## src/rtl/cordic_pkg.sv

```systemverilog
// cordic_pkg: shared constants, FSM encoding and saturation helper for the polar-to-rect CORDIC
package cordic_pkg;
  localparam int BAU_W = 16;
  localparam int ATAN_N = 12;
  localparam logic [15:0] INV_K = 16'd39797;
  localparam logic [ATAN_N-1:0][BAU_W-1:0] ATAN_TAB = {
    16'd5, 16'd10, 16'd20, 16'd41, 16'd81, 16'd163,
    16'd326, 16'd651, 16'd1297, 16'd2555, 16'd4836, 16'd8192
  };
  typedef enum logic [1:0] {IDLE, ROT, OUT} state_t;
  function automatic logic [8:0] sat9(input logic signed [31:0] v);
    return (v > 255) ? 9'h0ff : (v < -255) ? 9'h101 : v[8:0];
  endfunction
endpackage

```

## src/rtl/cordic_atan_rom.sv

```systemverilog
// cordic_atan_rom: micro-rotation angle lookup in binary angle units, zero past the table end
module cordic_atan_rom
  import cordic_pkg::*;
(
  input  logic [3:0]       i_idx,
  output logic [BAU_W-1:0] o_atan
);
  assign o_atan = (i_idx < 4'(ATAN_N)) ? ATAN_TAB[i_idx] : '0;
endmodule

```

## src/rtl/polar_to_rect_cordic.sv

```systemverilog
// polar_to_rect_cordic: iterative rotation-mode CORDIC turning (mag, angle) into rounded, saturated (x, y)
module polar_to_rect_cordic
  import cordic_pkg::*;
#(
  parameter int ITER = 12,
  parameter int FRAC = 8
) (
  input  logic       clk,
  input  logic       rst,
  input  logic       start,
  input  logic [7:0] mag,
  input  logic [7:0] angle,
  output logic       busy,
  output logic       done,
  output logic [8:0] x_out,
  output logic [8:0] y_out
);
  localparam int W = 11 + FRAC;
  localparam logic signed [W-1:0] HALF = W'(1 << (FRAC - 1));
  state_t r_state, w_next;
  logic [3:0] r_i;
  logic signed [W-1:0] r_x, r_y;
  logic signed [BAU_W-1:0] r_z;
  logic r_done;
  logic [8:0] r_x_out, r_y_out;
  logic [23:0] w_prod;
  logic signed [W-1:0] w_x0, w_xs, w_ys, w_xn, w_yn, w_xr, w_yr;
  logic signed [BAU_W-1:0] w_z0, w_zn;
  logic [BAU_W-1:0] w_atan;
  logic w_flip, w_pos, w_load;
  cordic_atan_rom u_rom (.i_idx(r_i), .o_atan(w_atan));
  // Angles in the left half-plane are pre-rotated by 180 deg so CORDIC only sees |z| <= 90 deg
  assign w_flip = angle[7] ^ angle[6];
  assign w_prod = {16'b0, mag} * {8'b0, INV_K};
  assign w_x0 = signed'(W'(w_prod >> (16 - FRAC)));
  assign w_z0 = {angle ^ {w_flip, 7'b0}, 8'b0};
  assign w_load = (r_state == IDLE) && start;
  assign w_pos = ~r_z[BAU_W-1];
  assign w_xs = r_x >>> r_i;
  assign w_ys = r_y >>> r_i;
  assign w_xn = w_pos ? r_x - w_ys : r_x + w_ys;
  assign w_yn = w_pos ? r_y + w_xs : r_y - w_xs;
  assign w_zn = w_pos ? r_z - signed'(w_atan) : r_z + signed'(w_atan);
  assign w_xr = (r_x + HALF) >>> FRAC;
  assign w_yr = (r_y + HALF) >>> FRAC;
  always_comb begin
    w_next = w_load ? ROT
           : (r_state == ROT && r_i == 4'(ITER - 1)) ? OUT
           : (r_state == OUT) ? IDLE : r_state;
  end
  always_ff @(posedge clk) begin
    if (rst) r_state <= IDLE;
    else r_state <= w_next;
  end
  always_ff @(posedge clk) begin
    if (rst) begin
      r_i <= '0;
      r_x <= '0;
      r_y <= '0;
      r_z <= '0;
      r_done <= 1'b0;
      r_x_out <= '0;
      r_y_out <= '0;
    end else begin
      r_done <= (r_state == OUT);
      if (w_load) begin
        r_i <= '0;
        r_x <= w_flip ? -w_x0 : w_x0;
        r_y <= '0;
        r_z <= w_z0;
      end else if (r_state == ROT) begin
        r_i <= r_i + 4'd1;
        r_x <= w_xn;
        r_y <= w_yn;
        r_z <= w_zn;
      end else if (r_state == OUT) begin
        r_x_out <= sat9(32'(w_xr));
        r_y_out <= sat9(32'(w_yr));
      end
    end
  end
  assign busy = (r_state != IDLE);
  assign done = r_done;
  assign x_out = r_x_out;
  assign y_out = r_y_out;
endmodule
```

## config.mk

```make
export PLATFORM = sky130hd
export DESIGN_NAME = polar_to_rect_cordic
export DESIGN_NICKNAME = d
export VERILOG_FILES = /design/src/rtl/cordic_pkg.sv /design/src/rtl/cordic_atan_rom.sv /design/src/rtl/polar_to_rect_cordic.sv
export SDC_FILE = /design/constraint.sdc
export NUM_CORES = 1
export LEC_CHECK = 0
export CAP_MARGIN = 5
export CORE_ASPECT_RATIO = 1.75
export CORE_MARGIN = 1
export CORE_UTILIZATION = 50
export CTS_CLUSTER_DIAMETER = 50
export CTS_CLUSTER_SIZE = 40
export DETAILED_ROUTE_END_ITERATION = 8
export PLACE_DENSITY_LB_ADDON = 0.3
export SETUP_SLACK_MARGIN = 0.05
export SLEW_MARGIN = 15
export SYNTH_ARGS = -nofsm -noshare
export SYNTH_HDL_FRONTEND = slang
export SYNTH_SLANG_ARGS = --single-unit
```

## constraint.sdc

```tcl
create_clock -name clk -period 16.6 [get_ports clk]
set_input_delay 2.49 -clock clk [delete_from_list [all_inputs] [get_ports clk]]
set_output_delay 2.49 -clock clk [all_outputs]
set_load 0.02 [all_outputs]
```

==> metrics.md <==
| Metric | Value |
|---|---|
| Via count | `11,131` |
| Crit-path cells | `clkdlybuf4s50_1 -> inv_1 -> fa_1 -> inv_1 -> fa_1 -> inv_1 -> fa_1 -> fa_1 -> inv_1 -> ha_1 -> a21oi_2 -> o211ai_1 -> a211o_1 -> a21oi_2 -> mux2_2 -> nor4b_4 -> o2111ai_2 -> a32o_1 -> or3_1 -> and3_1` |
| Placed wire-length estimate | `25,900 um` |
| Setup TNS | `0 ps` |
| Worst-Margin Slew | `1100 ps` |
| H-tree depth | `3` |
| Seq cells post-synth | `93` |
| Synth unique cells | `87` |
| Core area | `23,900 um^2` |
| Number of DRC markers in iteration 0 | `518` |
| Max stage delay on crit path | `570 ps` |
| Vias in the first global route | `11,028` |
| Post-Synth Simple-Gate Area | `0.177` |
| Final instance area | `13,000 um^2` |
| Nets | `1,658` |
| Die footprint | `25,000 um^2` |
| Pre-Repair DR Iteration Count | `5` |
| Avg Synthesized Cell Area | `8.03 um^2` |
| Synth top area cells | `dfxtp_1 (15%), ha_1 (12%), mux4_2 (8.7%)` |
| Peak VDD IR | `0.0903 mV` |
| Tightest Hold Check Type | `reg -> reg` |
| Starting Density | `0.509` |
| Post-CTS setup buffers | `0` |
| CTS tree | `yes` |
| Post-route DRC | `0` |
| Main combinational cell family by area after synthesis | `compound AO/OA/AOI/OAI gates` |
| Fin. Hold Viols | `0` |
| Area post-placement | `12,700 um^2` |
| Synth-to-layout area growth | `6.48%` |
| Initial antenna violation count | `0` |
| Diode count | `0` |
| # rows | `75` |
| DR WL/cell | `18.7 um` |
| Vias per inst | `6.18` |
| CTS Root Cell | `clkbuf_16` |
| CP Class | `in -> reg` |
| First-pass GRT wire length | `54,100 um` |
| Syn. warnings | `0` |
| Synthesized cell area | `12,200 um^2` |
| IO Pins | `39` |
| Max frequency | `119 MHz` |
| Sequential-to-total area share from yosys stat | `0.153` |
| Post_cts resized | `0` |
| Layout cells sized above 1 | `0.0858` |
| Worst skew pair latency | `370 ps` |
| Total CTS buffers | `9` |
| Synth Instances | `1,517` |
| PwrDens | `176 nW/um^2` |
| GRT overflow | `0` |
| Xor/xnor share of the synthesized area | `0.0868` |
| Post-layout min period | `8370 ps` |
| Fin. max-slew vios | `0` |
| Complex-gate fraction of the synthesized area | `0.216` |
| Layout Skew | `5.34 ps` |
| Slowest CP cell | `clkdlybuf4s50_1` |
| Clk pin slew, worst setup/hold paths | `70 ps` |
| Port bufs | `38` |
| Critical Path Start | `mag[3]` |
| Cts hold-fix bufs | `0` |
| Post-synth EDFFs | `0` |
| Crit end category | `flip-flop` |
| GPL Wtd Cong | `0.924` |
| LEAKAGE | `5.40 nW` |
| Top-count cell post-synth | `a21oi_1` |
| ANT nets after route | `0` |
| CTS Buffer Depth | `2` |
| Final setup violating endpoints | `0` |
| Adder-Cell Fraction of Synth Area | `0.181` |
| Arrival time worst endpoint | `8640 ps` |
| Clk sinks | `93` |
| Final wirelength | `33,600 um` |
| Asr flop ratio synth | `0` |
| Yosys top cell area share | `0.153` |
| Reg2reg start | `r_i[1]$_SDFFE_PP0P_` |
| Multiplexer share of the synthesized area | `0.118` |
| Period utilization | `0.504` |
| Width of the die | `120 um` |
| Worst EP required | `16,870 ps` |
| Max-cap violation count | `0` |
| Primary FF master, synth | `dfxtp_1` |
| Post-synth net total | `1,688` |
| Worst setup SP type | `input port` |
| RSZ-0062 raised after global routing | `no` |
| Post-synth top cells | `a21oi_1 (141), nor2_1 (140), nand2_1 (123)` |
| Status | `finished, final reports clean` |
| Largest area contributor in the netlist | `dfxtp_1` |
| Die span in y | `208 um` |
| Crit Path Max Fanout | `10` |
| Largest net degree at the start of global routing | `59` |
| Hold Startpoint | `r_z[4]$_SDFFE_PP0P_` |
| Max_slew headroom | `0.261` |
| GRT Util Overall | `0.274` |
through the flow:
stage          std cells  hold WS, ps  total power, mW  utilization  worst slack [ps]
2_1_floorplan       1517          436             1.69            -              8820
3_3_place_gp        1784          442             2.01        0.529              7910
3_5_place_dp        1784          454             2.04        0.529              7840
4_1_cts             1800          463             2.27        0.542              8210
5_1_grt             1800          476             2.49        0.542              7920
6_report            1800          459             2.28        0.542              8230
final timing paths:
path	slack [ps]	cells after the start	end
min	460	2	r_z[4]$_SDFFE_PP0P_
max reg2reg	10610	18	r_y[17]$_SDFFE_PP0P_
min reg2reg	460	2	r_z[4]$_SDFFE_PP0P_
max	8230	20	r_x[14]$_SDFFE_PP0P_
metal layers:
| metal | wire, um | vias to the layer above | track usage | share of wire |
|---|---|---|---|---|
| li1 | - | 5379 | - | - |
| met1 | 11500 | 5308 | 0.255 | 0.34 |
| met2 | 18400 | 310 | 0.524 | 0.55 |
| met3 | 1110 | 134 | 0.0362 | 0.033 |
| met4 | 2590 | 0 | 0.212 | 0.077 |
| met5 | 0 | - | 0 | 0 |
layout make-up:
type                    instances  area [um^2]
well taps                     308          385
flip-flops and latches         93         1870
multi-input cells            1211         9500
fillers                      2294        11000
clock inverters                 7         78.8
clock buffers                   9          225
repair buffers                 49          458
inverters                     123          462
worst max-delay path, delay by kind of cell:
kind / cells / cell delay (ps)
adders and majority gates: 5 / 2430
AOI/OAI and AO/OA: 6 / 1550
buffers and inverters: 5 / 840
and+or+nand+nor: 3 / 870
muxes: 1 / 430
where the power goes:
group / switching (mW) / internal [mW]
logic: 0.962 / 0.741
registers: 0.0971 / 0.259
clock network: 0.103 / 0.119
total: 1.16 / 1.12
logic make-up after synthesis:
logic type | after synthesis
mux | 83
fa+ha+maj | 152
xor+xnor | 119
buf+inv | 213
flops | 93
simple gates | 452
compound gates | 405
cells in the final DEF (no fill, tap or decap), drive strengths merged, types with 9 or more instances in the layout:
| cell type | synthesis | routed |
|---|---|---|
| xor2 | 41 | 41 |
| buf | 25 | 12 |
| fa | 40 | 40 |
| o21ai | 67 | 67 |
| ha | 112 | 112 |
| or3 | 11 | 11 |
| mux2 | 14 | 14 |
| a211oi | 31 | 31 |
| mux4 | 47 | 47 |
| a21oi | 143 | 143 |
| a31oi | 15 | 15 |
| o211ai | 17 | 17 |
| and3 | 21 | 21 |
| a21o | 22 | 22 |
| nand3 | 39 | 39 |
| nand2 | 123 | 123 |
| o21a | 10 | 10 |
| a22oi | 11 | 11 |
| clkdlybuf4s50 | 0 | 37 |
| dfxtp | 93 | 93 |
| clkbuf | 65 | 9 |
| mux2i | 22 | 22 |
| inv | 122 | 125 |
| or2 | 11 | 11 |
| o21bai | 11 | 11 |
| and2 | 13 | 13 |
| nor2b | 15 | 15 |
| o31ai | 11 | 11 |
| nor2 | 140 | 140 |
| nor3 | 36 | 36 |
| xnor2 | 78 | 78 |
Note: power is estimated with default switching activity, not from simulation.
